<file path="config.mk">
export PLATFORM = sky130hd
export DESIGN_NAME = ov7670_config_seq
export DESIGN_NICKNAME = d
export VERILOG_FILES = /design/src/rtl/ov7670_config_seq.sv
export SDC_FILE = /design/constraint.sdc
export NUM_CORES = 1
export LEC_CHECK = 0
export CAP_MARGIN = 20
export CORE_MARGIN = 4
export CORE_UTILIZATION = 46
export DETAILED_ROUTE_END_ITERATION = 12
export GPL_ROUTABILITY_DRIVEN = 0
export HOLD_SLACK_MARGIN = 0.06
export PLACE_DENSITY = 0.86
export SYNTH_ARGS = -nofsm -noshare
export SYNTH_HDL_FRONTEND = slang
export SYNTH_SLANG_ARGS = --single-unit
export TNS_END_PERCENT = 100
</file>
<file path="constraint.sdc">
create_clock -name clk -period 2.1 [get_ports clk]
set_clock_uncertainty 0.05 [all_clocks]
set_input_delay 0.315 -clock clk [delete_from_list [all_inputs] [get_ports clk]]
set_output_delay 0.315 -clock clk [all_outputs]
set_load 0.03 [all_outputs]
</file>
<file path="src/rtl/ov7670_config_seq.sv">
// rtl/ov7670_config_seq.sv - OV7670 register initialisation sequencer
//
// Walks the config ROM from address 0 and turns each 16-bit entry into an
// SCCB write, a fixed delay (16'hFFF0) or end-of-table (16'hFFFF).
//
// Ports:
//   clk, rst           system clock, synchronous active-high reset
//   start              one-cycle pulse, starts a sequence when not busy
//   busy / done / err  in progress / finished / aborted on NACK (held to next start)
//   rom_addr, rom_dout config ROM address and 1-cycle registered read data
//   cmd_valid/ready    SCCB write request handshake
//   cmd_id/reg/data    write payload (device ID, register, value)
//   sccb_done/nack     transaction complete pulse, NACK flag valid with it

module ov7670_config_seq #(
    parameter int unsigned DELAY_CYCLES = 240000,
    parameter int unsigned MAX_RETRY    = 2,
    parameter logic [7:0]  SCCB_ID      = 8'h42
) (
    input  logic        clk,
    input  logic        rst,
    input  logic        start,
    output logic        busy,
    output logic        done,
    output logic        err,
    output logic [7:0]  rom_addr,
    input  logic [15:0] rom_dout,
    output logic        cmd_valid,
    input  logic        cmd_ready,
    output logic [7:0]  cmd_id,
    output logic [7:0]  cmd_reg,
    output logic [7:0]  cmd_data,
    input  logic        sccb_done,
    input  logic        sccb_nack
);

    // Counter only ever holds DELAY_CYCLES-1 down to 0.
    localparam int CNT_W = (DELAY_CYCLES > 1) ? $clog2(DELAY_CYCLES) : 1;
    localparam int RTY_W = (MAX_RETRY > 0) ? $clog2(MAX_RETRY + 1) : 1;

    localparam logic [CNT_W-1:0] DLY_LOAD = CNT_W'(DELAY_CYCLES - 1);
    localparam logic [RTY_W-1:0] RTY_MAX  = RTY_W'(MAX_RETRY);

    localparam logic [15:0] MARK_END   = 16'hFFFF;
    localparam logic [15:0] MARK_DELAY = 16'hFFF0;

    typedef enum logic [2:0] {
        S_IDLE,
        S_FETCH,
        S_DECODE,
        S_SEND,
        S_WAIT,
        S_DELAY,
        S_FIN
    } state_t;

    state_t           state;
    logic [RTY_W-1:0] retry;
    logic [CNT_W-1:0] dly_cnt;

    assign cmd_id = SCCB_ID;

    always_ff @(posedge clk) begin
        if (rst) begin
            state     <= S_IDLE;
            busy      <= 1'b0;
            done      <= 1'b0;
            err       <= 1'b0;
            rom_addr  <= 8'd0;
            cmd_valid <= 1'b0;
            cmd_reg   <= 8'd0;
            cmd_data  <= 8'd0;
            retry     <= '0;
            dly_cnt   <= '0;
        end else begin
            case (state)
                S_IDLE, S_FIN: begin
                    if (start) begin
                        rom_addr <= 8'd0;
                        retry    <= '0;
                        done     <= 1'b0;
                        err      <= 1'b0;
                        busy     <= 1'b1;
                        state    <= S_FETCH;
                    end
                end

                // ROM registers rom_addr on this edge; data is valid in DECODE.
                S_FETCH: state <= S_DECODE;

                S_DECODE: begin
                    if (rom_dout == MARK_END) begin
                        busy  <= 1'b0;
                        done  <= 1'b1;
                        state <= S_FIN;
                    end else if (rom_dout == MARK_DELAY) begin
                        dly_cnt <= DLY_LOAD;
                        state   <= S_DELAY;
                    end else if (rom_dout[15:8] == 8'hFF) begin
                        // Other 8'hFFxx words are reserved markers: skip them.
                        if (rom_addr == 8'hFF) begin
                            busy  <= 1'b0;
                            done  <= 1'b1;
                            state <= S_FIN;
                        end else begin
                            rom_addr <= rom_addr + 8'd1;
                            state    <= S_FETCH;
                        end
                    end else begin
                        cmd_reg   <= rom_dout[15:8];
                        cmd_data  <= rom_dout[7:0];
                        cmd_valid <= 1'b1;
                        retry     <= '0;
                        state     <= S_SEND;
                    end
                end

                // Payload registers are untouched here, so they stay stable
                // for as long as the master stalls.
                S_SEND: begin
                    if (cmd_ready) begin
                        cmd_valid <= 1'b0;
                        state     <= S_WAIT;
                    end
                end

                S_WAIT: begin
                    if (sccb_done) begin
                        if (!sccb_nack) begin
                            if (rom_addr == 8'hFF) begin
                                busy  <= 1'b0;
                                done  <= 1'b1;
                                state <= S_FIN;
                            end else begin
                                rom_addr <= rom_addr + 8'd1;
                                state    <= S_FETCH;
                            end
                        end else if (retry < RTY_MAX) begin
                            retry     <= retry + RTY_W'(1);
                            cmd_valid <= 1'b1;
                            state     <= S_SEND;
                        end else begin
                            err   <= 1'b1;
                            busy  <= 1'b0;
                            done  <= 1'b1;
                            state <= S_FIN;
                        end
                    end
                end

                // Counter visits DELAY_CYCLES-1 .. 0, one cycle each.
                S_DELAY: begin
                    if (dly_cnt == '0) begin
                        if (rom_addr == 8'hFF) begin
                            busy  <= 1'b0;
                            done  <= 1'b1;
                            state <= S_FIN;
                        end else begin
                            rom_addr <= rom_addr + 8'd1;
                            state    <= S_FETCH;
                        end
                    end else begin
                        dly_cnt <= dly_cnt - CNT_W'(1);
                    end
                end

                default: state <= S_IDLE;
            endcase
        end
    end

endmodule

</file>
==> run_results.csv <==
group,metric,value,unit
status,outcome,"complete, but fails checks",
status,failed_checks,"setup timing",
routing,ant_nets,0,
pwr,sw_frac_of_total,0.340,
critical_path,path_class,"reg2reg",
clocking,clkSinkCount,51,
global_routing,top_usage_layer,"met2",
global_routing,met3_usage,0.0343,
critical_path,cp.arrival,2.33,ns
routing,first_pass_iters,5,
routing,wl_per_cell,17.0,um
layout,diodes,0,
layout,multiInputGateArea,0.00164,mm^2
routing,drt_iter0_drc,213,
layout,largest_register,"dly_cnt",
sta,final_hold_viol_count,0,
sta,fin_crit,2.19,ns
sta,rsz0062_at_grt,"yes",
clocking,htree_levels,2,
routing,finalWirelength,8.16,mm
logic_synthesis,ys_warn_count,0,
pwr,p_clk_frac,0.235,
pwr,p_leak,1.60,nW
critical_path,timing.critical_path.required,2.25,ns
global_routing,grt.met1_usage,0.239,
logic_synthesis,ys.flop_type,"dfxtp_1",
logic_synthesis,synthesis.area,0.00268,mm^2
place,post-place-ws,-0.346,ns
pwr,ir_drop,0.496,mV
sta,drv_slew,0,
sta,period_share,1.04,
pwr,p_seq_frac,0.408,
routing,drc,0,
global_routing,grt_max_degree,29,
clocking,path_clk_slew,0.10,ns
pwr,p_per_area,707,mW/mm^2
layout,finalNetCount,430,
floorplanning,die_y,84.3,um
sta,setup_viol,5,
layout,drive_gt1_frac,0.246,
layout,final_common_cell,"buf_4",
logic_synthesis,synth_top_area_share,0.382,
global_routing,antenna_found_initial,0,
global_routing,grt.met2_usage,0.379,
layout,seq_area,0.00102,mm^2
layout,n_fill_cell,415,
critical_path,crit_path_start_kind,"register",
clocking,cts-hold-fix-buffers,0,
run,maxCapViolCount,0,
layout,post-route-util,0.678,
global_routing,overflow,0,
global_routing,grt_pass1_vias,2674,
place,port_buffers,49,
place,dp_hpwl,5.27,mm
logic_synthesis,syn_area_per_cell,8.60,um^2
global_routing,grt_pass1_wl,12.2,mm
routing,viasPerCell,5.85,
logic_synthesis,ys_ff_latch,51,
worst_hold_path,hp-class,"reg2reg",
layout,area_growth,41.2,%
critical_path,cp_max_fo,3,
clocking,clockBufferDepth,2,
clocking,cts_root_buf,"clkbuf_8",
logic_synthesis,synthCells,311,
floorplanning,die_area,0.00710,mm^2
logic_synthesis,yosysUniqueCellTypes,58,
pwr,p_switching,0.000909,W
routing,vias,2800,
floorplanning,core-area,0.00557,mm^2
global_routing,grt_use_total,0.208,
logic_synthesis,synth-edff-count,0,
layout,largest_register_ffs,18,
sta,fin_ws,-0.0862,ns
logic_synthesis,yosys.area.top_type,"dfxtp_1",
clocking,clock_latency,0.31,ns
clocking,cts_tree,"yes",
sta,whs,0.426,ns
floorplanning,rows,27,
pwr,p_int,0.00176,W
logic_synthesis,async_reset_ff_frac,0,
clocking,tritoncts.num_buffers,5,
critical_path,endpoint_kind,"register",
logic_synthesis,seq_area_frac_synth,0.382,
layout,layout_common_cells,"53 x buf_4, 49 x nor2_1, 49 x clkdlybuf4s50_1",
floorplanning,pin_count,58,
floorplanning,initial_utilization,0.480,
logic_synthesis,yosys-top-cells-area,"dfxtp_1 38%, nor2_1 7.0%, mux2i_1 6.4%",
pwr,p_comb_frac,0.357,
sta,fmax,0.457,GHz
floorplanning,die_w,84.3,um
==> per-stage QoR <==
step	TNS [ns]	cell area, um^2	cells	power [W]
after floorplan	-0.0403	2700	317	0.00162
after global placement	-2.87	3560	470	0.00194
after detailed placement	-3.87	3560	470	0.00196
after CTS	-0.0281	3680	478	0.00259
after global routing	-1.21	3780	479	0.00278
final	-0.199	3780	479	0.00267
==> metal layers <==
| metal | part of all wire | wire length [um] |
|---|---|---|
| met2 | 0.50 | 4070 |
| met3 | 0.075 | 615 |
| met1 | 0.39 | 3190 |
| met4 | 0.034 | 279 |
| met5 | 0 | 0 |
==> path summary, 6_finish.rpt <==
kind,start,end,slack [ns],cells past startpoint
worst max-delay path,dly_cnt[0],busy,-0.09,9
worst min register to register,retry[0],retry[0],0.43,1
worst max register to register,dly_cnt[0],busy,-0.09,9
worst min-delay path,retry[0],retry[0],0.43,1
==> worst max-delay path, stage by stage (launching register included) <==
cell and delay, ns:
dfxtp_1 0.33, inv_1 0.06, ha_1 0.19, nor2b_2 0.20
and4_4 0.29, a31oi_4 0.11, or2_1 0.24, buf_4 0.15
o41ai_2 0.36, a21oi_1 0.11
==> Yosys cell counts, types with 3 or more instances <==
| master | instances |
|---|---|
| nor3_1 | 12 |
| clkbuf_1 | 7 |
| a211oi_1 | 4 |
| inv_1 | 5 |
| dfxtp_1 | 51 |
| a21oi_1 | 21 |
| nand4_1 | 7 |
| nand3_1 | 10 |
| nand2b_1 | 6 |
| nor3b_1 | 5 |
| nor2_1 | 50 |
| o21ai_1 | 4 |
| or4_1 | 3 |
| and3_1 | 5 |
| buf_2 | 3 |
| buf_4 | 9 |
| a311oi_1 | 3 |
| xnor2_1 | 7 |
| o21ai_0 | 9 |
| nand2_1 | 15 |
| mux2i_1 | 17 |
| xor2_1 | 7 |
| and2_1 | 3 |
| a32o_1 | 7 |
==> logic make-up after synthesis <==
group | Yosys count | synth area share
AND/OR/NAND/NOR | 137 | 0.285
AO/OA/AOI/OAI | 61 | 0.157
flip-flops | 51 | 0.382
buffers and inverters | 27 | 0.0547
multiplexers | 17 | 0.0636
XOR/XNOR | 14 | 0.0458
adder cells (fa/ha/maj) | 2 | 0.00935
other | 2 | 0.00281
==> what timing repair did <==
action                     4_1_cts  5_1_grt
setup endpoints to repair       15       21
buffers inserted                 0        1
resized for setup                5       24
pin swaps                        1        5
==> power groups by stage <==
stage / combinational (W) / sequential, W / clock (W)
after floorplan: 0.000429 / 0.00120 / 0
after global placement: 0.000839 / 0.00110 / 0
after detailed placement: 0.000858 / 0.00110 / 0
after CTS: 0.000873 / 0.00108 / 0.000633
after global routing: 0.00101 / 0.00110 / 0.000670
final: 0.000955 / 0.00109 / 0.000627
==> cell type report <==
type	instances	area share
multi-input cells	239	0.434
flip-flops and latches	51	0.271
repair buffers	103	0.238
clock buffers	8	0.0265
well taps	72	0.0238
inverters	6	0.00596
Note: power is estimated with default switching activity, not from simulation.
==> edit 1, RTL diff (same settings) <==
The parameter `MAX_RETRY` goes from 2 to 1.
--- a/src/rtl/ov7670_config_seq.sv
+++ b/src/rtl/ov7670_config_seq.sv
@@ -15,5 +15,5 @@
 module ov7670_config_seq #(
     parameter int unsigned DELAY_CYCLES = 240000,
-    parameter int unsigned MAX_RETRY    = 2,
+    parameter int unsigned MAX_RETRY    = 1,
     parameter logic [7:0]  SCCB_ID      = 8'h42
 ) (
Formal check against the unedited RTL: not equivalent (Yosys sat finds a counterexample within 10 cycles, from zero or initial values and one cycle with rst high).
==> edit 1 against the original RTL <==
The run still ends with setup timing left. Power rose by 38%. Die area rose by 0.88%. Final area grew 10%. Routed wire length up 13%. Sequential share of layout area down 2.5 points. Synthesized area increased by 0.98%. Sequential cell count shrank 1. Combinational power rose by 93%. Setup slack worse by 0.044 ns. Non-clock buffer count grew 14. Final cell count is 2.9% higher. Critical path depth is 2 lower. Critical endpoint is now rom_addr[4].
==> edit 1: results (changes against the original RTL) <==
outcome: "finished with violations"
violations: "setup timing"
grt_max_degree: 50  # +72%
place_area_mm2: 0.00364  # +2.3%
synth_mux_area_share_pct: 6.67  # +0.31 points
setup_violations: 16  # +11
setup_ws_ns: -0.130  # -0.0439 ns
synth-compound-area-share_pct: 17.5  # +1.8 points
synthTopCellsByArea: "dfxtp_1 37%, mux2i_1 6.7%, nor2_1 4.7%, a21oi_1 3.7%, nand2_1 3.3%"
dr.pass1.iters: 7  # +2
wl_met3_um: 791  # +29%
grt_pass1_wl_um: 12900  # +5.0%
stdcell_count: 493  # +2.9%
nFlopsAndLatches: 50  # -2.0%
cts.repair.resized: 17  # +12
wire_per_inst_um: 18.7  # +9.6%
nNonClkBuffers: 117  # +14%
grt_util_met1_pct: 27.5  # +3.6 points
hpwl_um: 5230  # -0.69%
fillers: 389  # -6.3%
holdCritStartpoint: "rom_dout[9]"
nets: 444  # +3.3%
min_path_type: "in2reg"
synthTopCellsByCount: "50 x dfxtp_1, 34 x nor2_1, 24 x nand2_1"
power.leakage_nw: 1.71  # +6.6%
fin_setup_tns_ns: -0.879  # -0.680 ns
dp_cells: 471  # +0.21%
crit_arrival_ns: 2.39  # +0.06 ns
grt_util_met2_pct: 35.6  # -2.3 points
critPathMaxFanout: 6  # +3
place_ws_ns: -0.211  # +0.135 ns
==> edit 1: changes by cell type after synthesis, sizes merged, moves of 3 or more <==
cell / delta
nor4: +6
a32o: -7
nand2: +11
o21ai: -8
clkbuf: +3
inv: +3
a32oi: +3
nand3: -3
nor2: -17
buf: -3
a31oi: +5
nor2b: +4
==> edit 1: power groups by stage <==
stage | Sequential, mW | Combinational [mW] | Clock (mW)
detailed placement | 1.16 | 1.42 | 0
CTS | 1.14 | 1.59 | 0.687
finish | 1.16 | 1.84 | 0.687
global placement | 1.16 | 1.39 | 0
global route | 1.18 | 1.93 | 0.726
floorplan | 1.31 | 0.749 | 0
==> edit 1: worst max-delay path: cells and delay by family, from the launching register on <==
| family | cells | cell delay (ns) |
|---|---|---|
| AO/OA/AOI/OAI | 2 | 0.43 |
| AND/OR/NAND/NOR | 4 | 1.12 |
| buffers and inverters | 1 | 0.19 |
| flip-flops | 1 | 0.33 |
==> edit 2, RTL diff (same settings) <==
Made on the original files. Reset style: asynchronous (`rst`), changed in one clocked block. Comments in the files are not updated.
--- a/src/rtl/ov7670_config_seq.sv
+++ b/src/rtl/ov7670_config_seq.sv
@@ -61,5 +61,5 @@
     assign cmd_id = SCCB_ID;
 
-    always_ff @(posedge clk) begin
+    always_ff @(posedge clk or posedge rst) begin
         if (rst) begin
             state     <= S_IDLE;
Behaviour: differs if rst is asserted again (counterexample within 4 cycles, from zero or initial values and one cycle with rst high); with rst held inactive, the same outputs for 10 cycles.
==> edit 2 against the original RTL <==
The flow still finishes with violations (setup timing). Sequential cell count is the same. Synthesized area grew 7.6%. Setup slack got worse by 0.25 ns. Final cell count grew 1.5%. Routed wire length up 16%. Critical path depth down 4. Final area is 14% higher.
Power is not compared: it rests on default switching activity, and its combinational part moved more than twofold at a synthesized area within 25%.
==> edit 2: results (changes against the original RTL) <==
grt_pass1_wl_um: 14300  # +17%
nets: 434  # +0.93%
ys_async_sr_fraction_pct: 100  # +100 points
outcome: "finished with violations"
wirelength_um: 9460  # +16%
setup_ws_ns: -0.339  # -0.253 ns
grt_max_degree: 52  # +79%
postCtsHoldBufs: 0  # unchanged
synth_cell_types: 51  # -12%
crit_path_end: "rom_addr[7]"
setup_violations: 23  # +18
min_path_type: "in2async"
synth-seq-area-share_pct: 44.3  # +6.2 points
gr-usage-all-layers_pct: 23.4  # +2.6 points
critPathMaxFanout: 6  # +3
place_area_mm2: 0.00387  # +8.7%
vias: 3081  # +10%
r2r_start: "dly_cnt[7]"
violations: "setup timing"
drt-initial-drc-count: 301  # +41%
largest_register_ffs: 18  # unchanged
antenna_cells: 0  # unchanged
antenna_found_initial: 0  # unchanged
hpwl_um: 5900  # +12%
synthTopCellsByArea: "dfrtp_1 44%, mux2_2 6.7%, xor2_1 4.0%, nor2_1 3.4%, nand2_1 3.0%"
crit_arrival_ns: 2.61  # +0.28 ns
fillers: 375  # -9.6%
first_global_vias: 3024  # +13%
r2r_cells: 5  # -4
drive_above_1_share_pct: 31.6  # +7.1 points
synthTopCellsByCount: "51 x dfrtp_1, 26 x nor2_1, 23 x nand2_1"
edit 2: changes by cell type after synthesis, sizes merged, moves of 7 or more:
cell	unedited run	this run
xnor2	7	0
inv	5	13
dfxtp	51	0
mux2	0	17
dfrtp	0	51
mux2i	17	2
a21oi	22	12
nor2	51	26
nand2	15	23
edit 2: through the flow:
step	setup TNS [ns]	utilization, %	setup WS [ns]	instances
3_3_place_gp	-2.66	64.6	-0.251	471
3_5_place_dp	-3.36	64.6	-0.403	471
5_1_grt	-6.83	71.7	-0.388	486
2_1_floorplan	-4.52	-	-0.430	308
4_1_cts	-3.28	68.5	-0.271	483
6_report	-5.17	71.7	-0.339	486
edit 2: per-layer routing:
metal  vias up  track usage (%)  part of all wire (%)
li1       1320                -                     -
met1      1507             26.9                    37
met2       200             42.8                    53
met3        54             3.60                   6.5
met4         0             10.2                   3.8
met5         -                0                     0
edit 2: kinds of logic (layout without fill, tap and decap cells):
group	count (synthesis)	after routing	synth area share, %
AOI/OAI and AO/OA	66	66	16.2
and+or+nand+nor	113	113	21.1
other	2	8	0.261
muxes	19	19	7.35
DFF	51	51	44.3
buffers and inverters	36	139	5.87
xor gates and xnor gates	13	13	3.96
adders and majority gates	2	2	0.869
edit 2: power groups by stage:
stage	Combinational, mW	Sequential [mW]	Clock, mW
after floorplan	1.05	1.87	0
after global placement	2.34	1.45	0
after detailed placement	2.42	1.48	0
after CTS	2.53	1.47	0.727
after global routing	2.90	1.52	0.774
final	2.74	1.49	0.736
edit 2: critical path, stage by stage (launching register included):
cell     delay [ns]
dfrtp_1        0.40
or4_4          0.55
or3_4          0.39
o21a_4         0.22
or4_4          0.50
o31ai_1        0.23
edit 2: layout make-up:
type | count | area, um2 | share of cell area [%]
multi-input combinational | 221 | 1710 | 39.8
sequential | 51 | 1280 | 29.7
timing repair buffer | 118 | 1050 | 24.4
tap | 75 | 93.8 | 2.19
clock buffer | 6 | 82.6 | 1.92
inverter | 13 | 48.8 | 1.14
clock inverter | 2 | 35.0 | 0.816
edit 2: how the worst min path moves through the flow:
stage | startpoint | cells past startpoint | slack, ns | end
finish | rst | 3 | 0.31 | cmd_reg[3]
global route | rst | 3 | 0.33 | dly_cnt[13]
CTS | rst | 3 | 0.33 | cmd_reg[3]
detailed placement | dly_cnt[0] | 1 | 0.42 | dly_cnt[0]
global placement | dly_cnt[0] | 1 | 0.41 | dly_cnt[0]
floorplan | dly_cnt[0] | 1 | 0.39 | dly_cnt[0]
edit 2: what timing repair did:
action / in CTS / in global routing
resized for setup: 27 / 32
endpoints found under the setup margin: 21 / 31
setup buffers: 3 / 4
pin swaps: 17 / 13
gates cloned: 1 / 0
